<file path="src/rtl/fpu_wb_regs.sv">
`default_nettype none
// ============================================================================
// Module   : fpu_wb_regs
// Purpose  : Wishbone slave register block fronting an FPU core. Holds the
//            operand, control and status registers, issues a one-cycle start
//            pulse, captures result/flags/latency, aborts hung operations
//            with a watchdog and drives a registered level interrupt.
// Revision : 1.0 - initial release
// ----------------------------------------------------------------------------
// Ports
//   clk, rst_n               clock, asynchronous active-low reset
//   s_stb_i/s_we_i/s_adr_i   Wishbone request (strobe held until ack)
//   s_dat_i                  Wishbone write data
//   s_dat_o/s_ack_o          registered read data and single-cycle ack
//   fpu_start                one-cycle operation start
//   fpu_op/fpu_rmode         operation code and rounding mode (CTRL)
//   fpu_a/fpu_b              operands (OPA/OPB)
//   fpu_done/fpu_result/
//   fpu_flags                core completion pulse with result and flags
//   irq                      level interrupt (done & irq_en, registered)
// ============================================================================
module fpu_wb_regs #(
   parameter logic [31:0] ADDR_BASE = 32'h0000_0000,
   parameter int          TIMEOUT   = 1024
) (
   input  logic        clk,
   input  logic        rst_n,
   input  logic        s_stb_i,
   input  logic        s_we_i,
   input  logic [31:0] s_adr_i,
   input  logic [31:0] s_dat_i,
   output logic [31:0] s_dat_o,
   output logic        s_ack_o,
   output logic        fpu_start,
   output logic [2:0]  fpu_op,
   output logic [1:0]  fpu_rmode,
   output logic [31:0] fpu_a,
   output logic [31:0] fpu_b,
   input  logic        fpu_done,
   input  logic [31:0] fpu_result,
   input  logic [4:0]  fpu_flags,
   output logic        irq
);

   localparam logic [0:0]  c_st_idle  = 1'b0;
   localparam logic [0:0]  c_st_busy  = 1'b1;

   localparam logic [2:0]  c_sel_opa  = 3'd0;
   localparam logic [2:0]  c_sel_opb  = 3'd1;
   localparam logic [2:0]  c_sel_ctrl = 3'd2;
   localparam logic [2:0]  c_sel_stat = 3'd3;
   localparam logic [2:0]  c_sel_res  = 3'd4;
   localparam logic [2:0]  c_sel_cyc  = 3'd5;

   localparam logic [16:0] c_timeout  = 17'(TIMEOUT);

   // -------------------------------------------------------------------------
   // State
   // -------------------------------------------------------------------------
   logic [0:0]  r_state;
   logic        r_ack;
   logic [31:0] r_dat;
   logic        r_start;
   logic        r_irq;
   logic [31:0] r_opa;
   logic [31:0] r_opb;
   logic [2:0]  r_op;
   logic [1:0]  r_rmode;
   logic        r_irq_en;
   logic        r_done;
   logic        r_err;
   logic        r_timeout;
   logic [4:0]  r_flags;
   logic [31:0] r_result;
   logic [15:0] r_cnt;
   logic [15:0] r_cycles;

   // -------------------------------------------------------------------------
   // Bus decode
   // -------------------------------------------------------------------------
   logic        w_busy;
   logic        w_commit;
   logic        w_hit;
   logic [2:0]  w_sel;
   logic        w_wr;
   logic        w_rd;
   logic        w_wr_opa;
   logic        w_wr_opb;
   logic        w_wr_ctrl;
   logic        w_wr_stat;
   logic        w_cfg_wr;
   logic        w_cfg_ok;
   logic        w_err_set;
   logic        w_go;
   logic [16:0] w_cnt_inc;
   logic        w_fin_done;
   logic        w_fin_to;
   logic        w_w1c_done;
   logic        w_w1c_err;
   logic        w_w1c_to;
   logic [31:0] w_rdata;
   logic        w_unused;

   assign w_busy    = (r_state == c_st_busy);

   // An access commits on the edge that raises ack; the cycle while ack is
   // high never commits, so a held strobe is served every other cycle.
   assign w_commit  = s_stb_i & ~r_ack;
   assign w_hit     = (s_adr_i[31:8] == ADDR_BASE[31:8]);
   assign w_sel     = s_adr_i[4:2];
   assign w_wr      = w_commit & s_we_i & w_hit;
   assign w_rd      = w_commit & ~s_we_i & w_hit;

   assign w_wr_opa  = w_wr & (w_sel == c_sel_opa);
   assign w_wr_opb  = w_wr & (w_sel == c_sel_opb);
   assign w_wr_ctrl = w_wr & (w_sel == c_sel_ctrl);
   assign w_wr_stat = w_wr & (w_sel == c_sel_stat);

   // Configuration must not change under a running operation: such writes
   // are discarded and flagged instead.
   assign w_cfg_wr  = w_wr_opa | w_wr_opb | w_wr_ctrl;
   assign w_cfg_ok  = w_cfg_wr & ~w_busy;
   assign w_err_set = w_cfg_wr & w_busy;
   assign w_go      = w_wr_ctrl & ~w_busy & s_dat_i[31];

   // Extra bit keeps the compare against TIMEOUT exact at the top of range.
   assign w_cnt_inc  = {1'b0, r_cnt} + 17'd1;
   // Completion takes priority over the watchdog in the same cycle.
   assign w_fin_done = w_busy & fpu_done;
   assign w_fin_to   = w_busy & ~fpu_done & (w_cnt_inc == c_timeout);

   assign w_w1c_done = w_wr_stat & s_dat_i[1];
   assign w_w1c_err  = w_wr_stat & s_dat_i[7];
   assign w_w1c_to   = w_wr_stat & s_dat_i[8];

   // Address bits outside the compare and the word select are don't-care.
   assign w_unused   = &{1'b0, s_adr_i[7:5], s_adr_i[1:0]};

   always_comb begin
      w_rdata = 32'h0;
      case (w_sel)
         c_sel_opa:  w_rdata = r_opa;
         c_sel_opb:  w_rdata = r_opb;
         c_sel_ctrl: w_rdata = {23'h0, r_irq_en, 3'h0, r_rmode, r_op};
         c_sel_stat: w_rdata = {23'h0, r_timeout, r_err, r_flags, r_done, w_busy};
         c_sel_res:  w_rdata = r_result;
         c_sel_cyc:  w_rdata = {16'h0, r_cycles};
         default:    w_rdata = 32'h0;
      endcase
   end

   // -------------------------------------------------------------------------
   // Bus response: read data is forced to zero outside the ack cycle.
   // -------------------------------------------------------------------------
   always_ff @(posedge clk or negedge rst_n) begin
      if (!rst_n) begin
         r_ack <= 1'b0;
         r_dat <= 32'h0;
      end else begin
         r_ack <= w_commit;
         r_dat <= w_rd ? w_rdata : 32'h0;
      end
   end

   // -------------------------------------------------------------------------
   // Configuration registers
   // -------------------------------------------------------------------------
   always_ff @(posedge clk or negedge rst_n) begin
      if (!rst_n) begin
         r_opa    <= 32'h0;
         r_opb    <= 32'h0;
         r_op     <= 3'h0;
         r_rmode  <= 2'h0;
         r_irq_en <= 1'b0;
      end else if (w_cfg_ok) begin
         if (w_wr_opa) begin
            r_opa <= s_dat_i;
         end
         if (w_wr_opb) begin
            r_opb <= s_dat_i;
         end
         if (w_wr_ctrl) begin
            r_op     <= s_dat_i[2:0];
            r_rmode  <= s_dat_i[4:3];
            r_irq_en <= s_dat_i[8];
         end
      end
   end

   // -------------------------------------------------------------------------
   // Operation sequencing, status and capture
   // -------------------------------------------------------------------------
   always_ff @(posedge clk or negedge rst_n) begin
      if (!rst_n) begin
         r_state   <= c_st_idle;
         r_start   <= 1'b0;
         r_cnt     <= 16'h0;
         r_cycles  <= 16'h0;
         r_result  <= 32'h0;
         r_flags   <= 5'h0;
         r_done    <= 1'b0;
         r_err     <= 1'b0;
         r_timeout <= 1'b0;
      end else begin
         r_start <= w_go;

         case (r_state)
            c_st_idle: begin
               if (w_go) begin
                  r_state <= c_st_busy;
                  r_cnt   <= 16'h0;
               end
            end
            c_st_busy: begin
               if (w_fin_done | w_fin_to) begin
                  r_state <= c_st_idle;
               end else if (r_cnt != 16'hFFFF) begin
                  r_cnt <= r_cnt + 16'd1;
               end
            end
            default: r_state <= c_st_idle;
         endcase

         if (w_fin_done) begin
            r_result <= fpu_result;
            r_flags  <= fpu_flags;
            r_cycles <= (r_cnt == 16'hFFFF) ? 16'hFFFF : w_cnt_inc[15:0];
         end else if (w_fin_to) begin
            r_cycles <= c_timeout[15:0];
         end

         // A new event wins over a simultaneous write-one-to-clear.
         if (w_go) begin
            r_done <= 1'b0;
         end else if (w_fin_done | w_fin_to) begin
            r_done <= 1'b1;
         end else if (w_w1c_done) begin
            r_done <= 1'b0;
         end

         if (w_err_set) begin
            r_err <= 1'b1;
         end else if (w_w1c_err) begin
            r_err <= 1'b0;
         end

         if (w_go) begin
            r_timeout <= 1'b0;
         end else if (w_fin_to) begin
            r_timeout <= 1'b1;
         end else if (w_w1c_to) begin
            r_timeout <= 1'b0;
         end
      end
   end

   // Interrupt follows the registered done/irq_en by one cycle.
   always_ff @(posedge clk or negedge rst_n) begin
      if (!rst_n) begin
         r_irq <= 1'b0;
      end else begin
         r_irq <= r_done & r_irq_en;
      end
   end

   assign s_ack_o   = r_ack;
   assign s_dat_o   = r_dat;
   assign fpu_start = r_start;
   assign fpu_op    = r_op;
   assign fpu_rmode = r_rmode;
   assign fpu_a     = r_opa;
   assign fpu_b     = r_opb;
   assign irq       = r_irq;

endmodule
`default_nettype wire

</file>
<file path="config.mk">
export PLATFORM = sky130hd
export DESIGN_NAME = fpu_wb_regs
export DESIGN_NICKNAME = d
export VERILOG_FILES = /design/src/rtl/fpu_wb_regs.sv
export SDC_FILE = /design/constraint.sdc
export NUM_CORES = 1
export LEC_CHECK = 0
export CAP_MARGIN = 20
export CORE_MARGIN = 1
export CORE_UTILIZATION = 44
export DETAILED_ROUTE_END_ITERATION = 10
export GPL_ROUTABILITY_DRIVEN = 0
export PLACE_DENSITY = 0.76
export SLEW_MARGIN = 15
export SYNTH_ARGS = -nofsm -noshare
export SYNTH_HDL_FRONTEND = slang
export SYNTH_SLANG_ARGS = --single-unit
</file>
<file path="constraint.sdc">
create_clock -name clk -period 2.7 [get_ports clk]
set_input_delay 0.405 -clock clk [delete_from_list [all_inputs] [get_ports clk]]
set_output_delay 0.405 -clock clk [all_outputs]
set_load 0.02 [all_outputs]
</file>
Yosys cells after proc, flatten, opt, wreduce, memory -nomap -nowiden
Index checks and enable logic that the tools add are counted.
{"block": "totals", "regBits": 178}
{"block": "classes", "n_eq_ne": 11, "addsub": 2, "reduce_logical": 10, "mux": 20, "bitwise_logic": 27}
{"operator": "$pmux 32 s6", "n": 1}
{"operator": "$mux 16", "n": 6}
{"operator": "$mux 32", "n": 1}
{"operator": "$pmux 16 s2", "n": 1}
{"operator": "$logic_not 24->1", "n": 1}
{"operator": "$and 1x1->1", "n": 20}
{"operator": "$add 16x1->17 const B", "n": 1}
{"operator": "$eq 17x11->1 const B", "n": 1}
{"operator": "$add 16x1->16 const B", "n": 1}
{"operator": "$eq 16x16->1 const B", "n": 1}
{"operator": "$ne 16x16->1 const B", "n": 1}
{"operator": "$mux 1", "n": 10}
{"operator": "$eq 3x2->1 const B", "n": 2}
{"operator": "$eq 3x3->1 const B", "n": 2}
{"operator": "$reduce_and 2->1", "n": 3}
{"operator": "$reduce_bool 3->1", "n": 2}
{"operator": "$ne 2x2->1 const B", "n": 2}
{"operator": "$not 1->1", "n": 4}
{"operator": "$reduce_bool 2->1", "n": 2}
{"operator": "$eq 3x1->1 const B", "n": 1}
{"operator": "$logic_not 3->1", "n": 1}
{"operator": "$or 1x1->1", "n": 3}
{"operator": "$reduce_and 3->1", "n": 1}
{"operator": "$ne 2x1->1 const B", "n": 1}
{"operator": "$pmux 1 s2", "n": 1}

Depth between registers and ports, before layout
{"block": "logic_depth", "word_depth": 9, "depth_mapped": 10}

Worst setup path before layout
No wires, ideal clock.
{"block": "synth_timing", "path_kind": "flip-flop to flip-flop", "from": "register r_cnt[0]", "to": "register r_cycles[3]", "arrival_ps": 2453, "stages_incl_launch_ff": 10, "setup_slack_ps": 128, "required_time_ps": 2580, "synth_period_minus_slack_ps": 2572, "n_path_buf": 2, "path_cell_list": "dfrtp_1 ha_1 nand3_4 nor4_1 xnor2_1 nand4_1 or4_1 buf_6 buf_6 a31o_1"}
{"block": "synth_via", "elab_chain_cells": 4, "elab_cells_between_ends": 7, "classes_between": "1 x add/sub; 2 x eq/ne; 2 x mux; 1 x bitwise; 1 x reduce/logical"}
{"item": "from (decl)", "line_no": "75", "rtl": "logic [15:0] r_cnt;"}
{"item": "from (signal assigned)", "line_no": "218", "rtl": "r_cnt <= r_cnt + 16'd1;"}
{"item": "$add 16x1->17", "line_no": "127", "rtl": "assign w_cnt_inc = {1'b0, r_cnt} + 17'd1;"}
{"item": "$eq 17x11->1", "line_no": "130", "rtl": "assign w_fin_to = w_busy & ~fpu_done & (w_cnt_inc == c_timeout);"}
{"item": "$and 1x1->1", "line_no": "130"}
{"item": "$reduce_bool 2->1 (no line)"}
{"item": "to (signal assigned)", "line_no": "227", "rtl": "r_cycles <= (r_cnt == 16'hFFFF) ? 16'hFFFF : w_cnt_inc[15:0];"}
{"item": "to (signal assigned)", "line_no": "229", "rtl": "r_cycles <= c_timeout[15:0];"}
{"item": "to (decl)", "line_no": "76", "rtl": "logic [15:0] r_cycles;"}
Parallel ways exist; a longest one is shown, timed or not.
A chain may end at the register's enable or synchronous reset.

Worst setup path in the final report
{"block": "layout_timing", "from": "register r_cnt[1]", "to": "register r_cycles[6]"}
Same word-level chain as after synthesis.

==> out/qor.csv <==
stage;metric;value;unit
cts;cts_num_sinks;178;
yosys;synth-simple-area-share;14.8;%
timing;holdWs;-0.0107;ns
route;postRouteAntennaNets;0;
yosys;synth_top_family_by_area;multiplexers;
cts;cts_buffers;17;
layout;num-fill-cells;1398;
worst_hold_path;hp-class;primary input to asynchronous set/reset pin;
timing;min_period;2.61;ns
worst_setup_path;endpoint_kind;flip-flop;
yosys;synth_ff_type;dfrtp_1;
power;power.density;497;nW/µm²
global_route;grt_pass1_vias;6360;
die;start_util;45.6;%
route;routed_wirelength;22.4;mm
die;die_h;137;µm
timing;slew_headroom;56.2;%
placement;io_buffers;204;
worst_setup_path;path_cells;ha_1 -> nand3_4 -> nor4_2 -> xnor2_1 -> nand4_1 -> or4_4 -> buf_4 -> a21oi_1 -> a31oi_1;
yosys;synthAdderAreaFrac;0.156;%
timing;setup_viol;0;
timing;post-route-period-util;96.6;%
timing;hold_viol_final;10;
worst_setup_path;cp_max_fo;10;
route;remaining_drc_errors;0;
layout;syn_to_final_growth;40.2;%
route;drt_iter0_markers;444;
outcome;violations;hold timing;
global_route;grt_overflow;0;
yosys;synthesis.nets;825;
yosys;synth_top_cell_by_area;dfrtp_1;
timing;timing.fmax;0.383;GHz
cts;clock_latency;0.43;ns
worst_setup_path;crit_slowest_cell;or4_4;
cts;clock_path_buffers;2;
cts;post_cts_buffers;0;
cts;cts_tree;yes;
layout;seq_area;4460;µm²
global_route;grt_usage;24.8;%
yosys;synthTopCellsByArea;dfrtp_1, mux2_2, nand2_1;
global_route;antenna_found_initial;0;
yosys;yosysTopAreaCellShare;55.7;%
worst_setup_path;timing_worst_setup_path_type;flip-flop to flip-flop;
power;leakage;5.12;nW
outcome;status;finished, violations left;
yosys;ys_seq_elements;178;
layout;layout.nets;1051;
route;drtPass1Iterations;5;
placement;dp_cells;1149;
die;fp.coreArea;17500;µm²
yosys;synth-edff-count;0;
worst_setup_path;cp_data_arrival_time;2.88;ns
route;routed_via_density;5.44;
yosys;synthXorXnorAreaFrac;1.09;%
die;ioPinCount;210;
yosys;synthCells;718;
job;cap_violations;0;
worst_setup_path;startpoint_type;flip-flop;
global_route;grt_max_degree;68;
timing;finalMaxSlewViolations;0;
yosys;synth-compound-area-share;8.68;%
layout;diodes;0;
cts;h-tree-depth;4;
die;die_area;18700;µm²
timing;rsz0062_at_grt;no;
route;num_vias;6418;
layout;fin_cells;1180;
yosys;yosysWarnings;0;
yosys;muxShareOfSynthArea;16.5;%
yosys;synth_cell_types;52;
timing;finClkSkew;0.0131;ns
power;ir_drop;0.416;mV
yosys;syn_area_per_cell;11.1;µm²
yosys;yosysSeqAreaShare;55.7;%
yosys;async_reset_ff_share;100;%
worst_setup_path;required;2.97;ns
timing;tightestPinTransition;0.657;ns
die;die_w;137;µm
worst_setup_path;slowest_delay;0.58;ns
layout;multiInputGateArea;3340;µm²
cts;clkTransAtPathRegs;0.06;ns
placement;dp_hpwl;15.7;mm
cts;cts_root_buffer;clkbuf_16;
global_route;grt_pass1_wl;34.8;mm
route;wire_per_inst;19.0;µm
placement;place_area;10600;µm²
layout;fin_area;11200;µm²
die;row_count;48;
layout;drive_above_1_share;19.8;%
yosys;syn-cell-area;8000;µm²
cell usage in the layout, fill, tap and decap left out, types with 11 or more instances in the layout:
cell / synthesis / final
mux4_2: 11 / 11
mux2i_1: 19 / 19
mux2_2: 78 / 78
nand2_1: 133 / 131
clkbuf_16: 0 / 17
o31ai_1: 15 / 15
nand3_1: 16 / 15
nor2b_1: 11 / 11
nor2_1: 51 / 50
a21oi_1: 41 / 41
buf_4: 1 / 44
clkdlybuf4s50_1: 0 / 201
dfrtp_1: 178 / 177
stage by stage:
stage / setup TNS (ns) / setup slack, ns / total power, W / util (%)
2_1_floorplan: 0 / 0.128 / 0.00278 / -
3_3_place_gp: -7.81 / -0.178 / 0.00302 / 60.3
3_5_place_dp: -11.06 / -0.224 / 0.00303 / 60.3
4_1_cts: 0 / 0.0238 / 0.00561 / 63.8
5_1_grt: 0 / 0.0112 / 0.00574 / 64.0
6_report: 0 / 0.0919 / 0.00557 / 64.0
worst paths after layout:
path	slack (ns)	endpoint	startpoint	cells after the start
worst max register to register	0.09	r_cycles[6]	r_cnt[1]	9
max in group asynchronous	1.99	r_result[28]	rst_n	2
worst min register to register	0.47	r_result[15]	r_result[15]	2
min in group clk	0.47	r_result[15]	r_result[15]	2
worst min-delay path	-0.01	r_cycles[8]	rst_n	1
worst max-delay path	0.09	r_cycles[6]	r_cnt[1]	9
layer usage:
layer	vias to the layer above	share of wire [%]	global-route usage [%]
met5	-	0	0
met4	0	1.7	8.24
met3	27	7.0	4.78
met2	272	49	40.5
met1	3151	42	33.2
li1	2968	-	-
critical path: cells and delay by family (launching register included):
| kind | cells | cell delay [ns] |
|---|---|---|
| fa+ha+maj | 1 | 0.23 |
| compound gates | 2 | 0.23 |
| simple gates | 4 | 1.22 |
| flops | 1 | 0.37 |
| buf+inv | 1 | 0.19 |
| xor+xnor | 1 | 0.22 |
sequential cells by signal (all words and copies together) (netlist names), 2 cells and up:
signal,flops
fpu_a,32
fpu_b,32
r_result,32
s_dat_o,32
r_cnt,16
r_cycles,16
r_flags,5
fpu_op,3
fpu_rmode,2
area by class of cell:
cell class	count	share of cell area [%]
Clock inverter	11	1.58
Inverter	7	0.234
Multi-Input combinational cell	485	29.8
Clock buffer	19	3.86
Tap cell	225	2.51
Timing Repair Buffer	255	22.3
Sequential cell	178	39.7
cell usage after synthesis, types with 3 or more instances:
| master | n |
|---|---|
| nor3_1 | 5 |
| buf_6 | 4 |
| a31oi_1 | 7 |
| buf_1 | 7 |
| dfrtp_1 | 178 |
| o2bb2ai_1 | 6 |
| mux4_2 | 11 |
| o21a_1 | 7 |
| nor2_1 | 51 |
| o31ai_1 | 15 |
| mux2_2 | 78 |
| xnor2_1 | 6 |
| a22oi_1 | 7 |
| a21oi_1 | 41 |
| nand4_1 | 9 |
| o21ai_0 | 10 |
| buf_2 | 7 |
| nor4_1 | 10 |
| nand3_1 | 16 |
| o21ai_1 | 3 |
| mux2i_1 | 19 |
| inv_1 | 7 |
| nand2_1 | 133 |
| and2_1 | 3 |
| nor2b_1 | 11 |
| clkbuf_1 | 30 |
| xor2_1 | 4 |
cell families (layout without fill, tap and decap cells):
kind of cell    after synthesis  after routing
compound gates              109            109
flops                       178            178
fa+ha+maj                     1              1
xor+xnor                     10             10
simple gates                256            257
mux                         108            108
buf+inv                      56            292
power by group:
| part | internal (W) | switching, W | total [W] |
|---|---|---|---|
| clock network | 0.00155 | 0.00105 | 0.00260 |
| logic | 0.000162 | 0.000143 | 0.000306 |
| registers | 0.00267 | 0.000000471 | 0.00267 |
what timing repair did:
item,CTS,global route
pin swaps,0,3
setup endpoints to repair,10,25
hold buffers,0,0
resized for setup,1,5
cloned,0,1
No activity file was read; power rests on OpenSTA's default activity.
==> RTL edit: new RTL, same settings <==
Remove the register `r_irq`: a continuous assignment takes its place, so the output `irq` follows one clock earlier.
--- a/src/rtl/fpu_wb_regs.sv
+++ b/src/rtl/fpu_wb_regs.sv
@@ -255,13 +255,7 @@
    end
 
    // Interrupt follows the registered done/irq_en by one cycle.
-   always_ff @(posedge clk or negedge rst_n) begin
-      if (!rst_n) begin
-         r_irq <= 1'b0;
-      end else begin
-         r_irq <= r_done & r_irq_en;
-      end
-   end
+   assign r_irq = r_done & r_irq_en;
 
    assign s_ack_o   = r_ack;
    assign s_dat_o   = r_dat;
Check against the original RTL: not equivalent (Yosys sat finds a counterexample within 4 cycles, from zero or initial values and one cycle with rst_n low).
==> RTL edit against the original RTL <==
The run still ends with negative hold slack left. Final area increased by 2.6%. First-iteration DRC count is 13% higher. Critical path type unchanged. Sequential cell count down 1. Synthesized area up 4.4%. Highest routed layer unchanged. Largest power group unchanged. Clock power fell by 2%. Setup slack better by 19 ps. Total power is 6.8% higher. Global-route usage about the same. Routed wire length is 4.0% higher.
==> RTL edit: results (changes against the original RTL) <==
clock_tree:
  cts_made_buffers: 17  # unchanged
  clk_latency_ps: 430  # about the same
  clk_pin_slew_worst_paths_ps: 70
  htreeDepth: 4  # unchanged
  clockBufferDepth: 2  # unchanged
  cts_resized: 0  # -1
  post_cts_buffers: 0  # unchanged
  root_buffer: "clkbuf_16"
placement:
  dp_slack_ps: -33.33  # +190.9 ps
  dp_hpwl_mm: 16.40  # +4.4%
  place_area_um2: 10870  # +2.9%
  portBuffers: 204  # unchanged
synthesis:
  avgSynthCellArea_um2: 10.95  # -1.8%
  async_flop_share_pct: 100.0  # unchanged
  synth_flop_cell: "dfrtp_1"
  yosys_warnings: 0  # unchanged
  synthTopCellsByCount: "dfrtp_1 (177), nand2_1 (147), mux2_2 (66)"
  synthDistinctLibCells: 62  # +19%
  ys_top_cells_by_area: "dfrtp_1 (53%), mux2_2 (8.9%), nand2_1 (6.6%)"
  syn-num-nets: 870  # +5.5%
  seq_area_frac_synth_pct: 53.03  # -2.6 points
global_routing:
  grt_max_degree: 72  # +5.9%
  grt_pass1_vias: 6877  # +8.1%
  grt_first_pass_wirelength_mm: 37.23  # +7.1%
  grt_use_total_pct: 24.75  # -0.030 points
  antenna_found_initial: 0  # unchanged
run_status:
  violations: "negative hold slack"
  outcome: "complete, but fails checks"
power:
  leakage_nw: 5.194  # +1.5%
  ir_drop_uv: 427.9  # +2.9%
worst_setup_path:
  slowest_stage: "dfrtp_1"
  max_stage_delay_ps: 520  # -60 ps
  setup.worst_path.start: "r_cnt[2]"
  crit_fanout: 14  # +4
  crit_arrival_ps: 2880  # about the same
  r2r_setup_slack_ps: 110  # +20 ps
timing:
  fin_skew_ps: 9.111  # -3.946 ps
  timing.hold.ws_ps: -28.06  # -17.36 ps
  fmax_ghz: 0.3862  # +0.72%
  hold_viol: 15  # +5
  worst_slew_pin_slew_ps: 691.8  # +34.49 ps
detailed_routing:
  vias_per_cell: 5.504  # +1.2%
  drt_iter0_markers: 501  # +13%
  drt-total-wl_mm: 23.29  # +4.0%
  first_pass_iters: 6  # +1
  ant_nets: 0  # unchanged
layout:
  drive_gt1_share_pct: 19.52  # -0.27 points
  fin_nets: 1088  # +3.5%
  fin_cells: 1228  # +4.1%
  n_antenna_cell: 0  # unchanged
hold_path:
  hp-class: "input pin to asynchronous set/reset pin"
RTL edit: cell types whose count changed in the layout (fill, tap and decap cells not counted), sizes merged, moves of 4 or more:
cell     delta
o21ai      +20
nand2      +14
a21oi      -12
a41oi       +7
inv         +7
o21a        -7
o211ai      +6
o2bb2ai     -6
buf         -4
clkinv      +4
nand3       -4
o41ai       +4
RTL edit: final cells by class:
cell class	instances	area [µm²]
Fill cell	1464	7133
Sequential cell	177	4429
Multi-Input combinational cell	520	3638
Timing Repair Buffer	251	2474
Clock buffer	21	480.5
Tap cell	234	292.8
Clock inverter	11	142.6
Inverter	14	52.55
RTL edit: worst max-delay path, delay by kind of cell, from the launching register on:
family           cells  cell delay, ps
AND/OR/NAND/NOR      4            1610
flip-flops           1             520
XOR/XNOR             1             190
AO/OA/AOI/OAI        1             120
RTL edit: worst paths after layout:
kind | depth (start not counted) | endpoint
setup / recovery | 6 | r_cycles[9]
setup reg to reg | 6 | r_cycles[9]
hold reg to reg | 1 | s_ack_o
hold / removal | 1 | s_dat_o[19]
max in group asynchronous | 2 | fpu_b[30]
min in group clk | 1 | s_ack_o
RTL edit: kinds of logic (layout without fill, tap and decap cells):
kind of cell               Yosys count  after routing  synth area share, %
buffers and inverters               66            297                3.760
xor gates and xnor gates            12             12                1.258
AOI/OAI and AO/OA                  128            128                10.49
and+or+nand+nor                    271            271                15.27
muxes                              108            108                16.05
DFF                                177            177                53.03
adders and majority gates            1              1               0.1498
RTL edit: per-stage QoR:
step / utilization, % / TNS [ps]
6_report: 61.74 / 0
5_1_grt: 61.74 / 0
4_1_cts: 61.67 / 0
3_5_place_dp: 58.33 / -580.3
3_3_place_gp: 58.33 / -1077
2_1_floorplan: - / 0
RTL edit: per-layer routing:
metal	track usage, %	share of wire [%]	vias to the layer above
li1	-	-	3122
met1	32.21	42	3344
met2	40.84	50	241
met3	3.992	5.0	52
met4	10.93	2.7	0
met5	0	0	-
RTL edit: power breakdown:
group	switching [mW]	internal (mW)	total [mW]
Clock	1.08	1.49	2.56
Sequential	0.0725	2.75	2.82
Combinational	0.275	0.291	0.566
Total	1.42	4.53	5.95
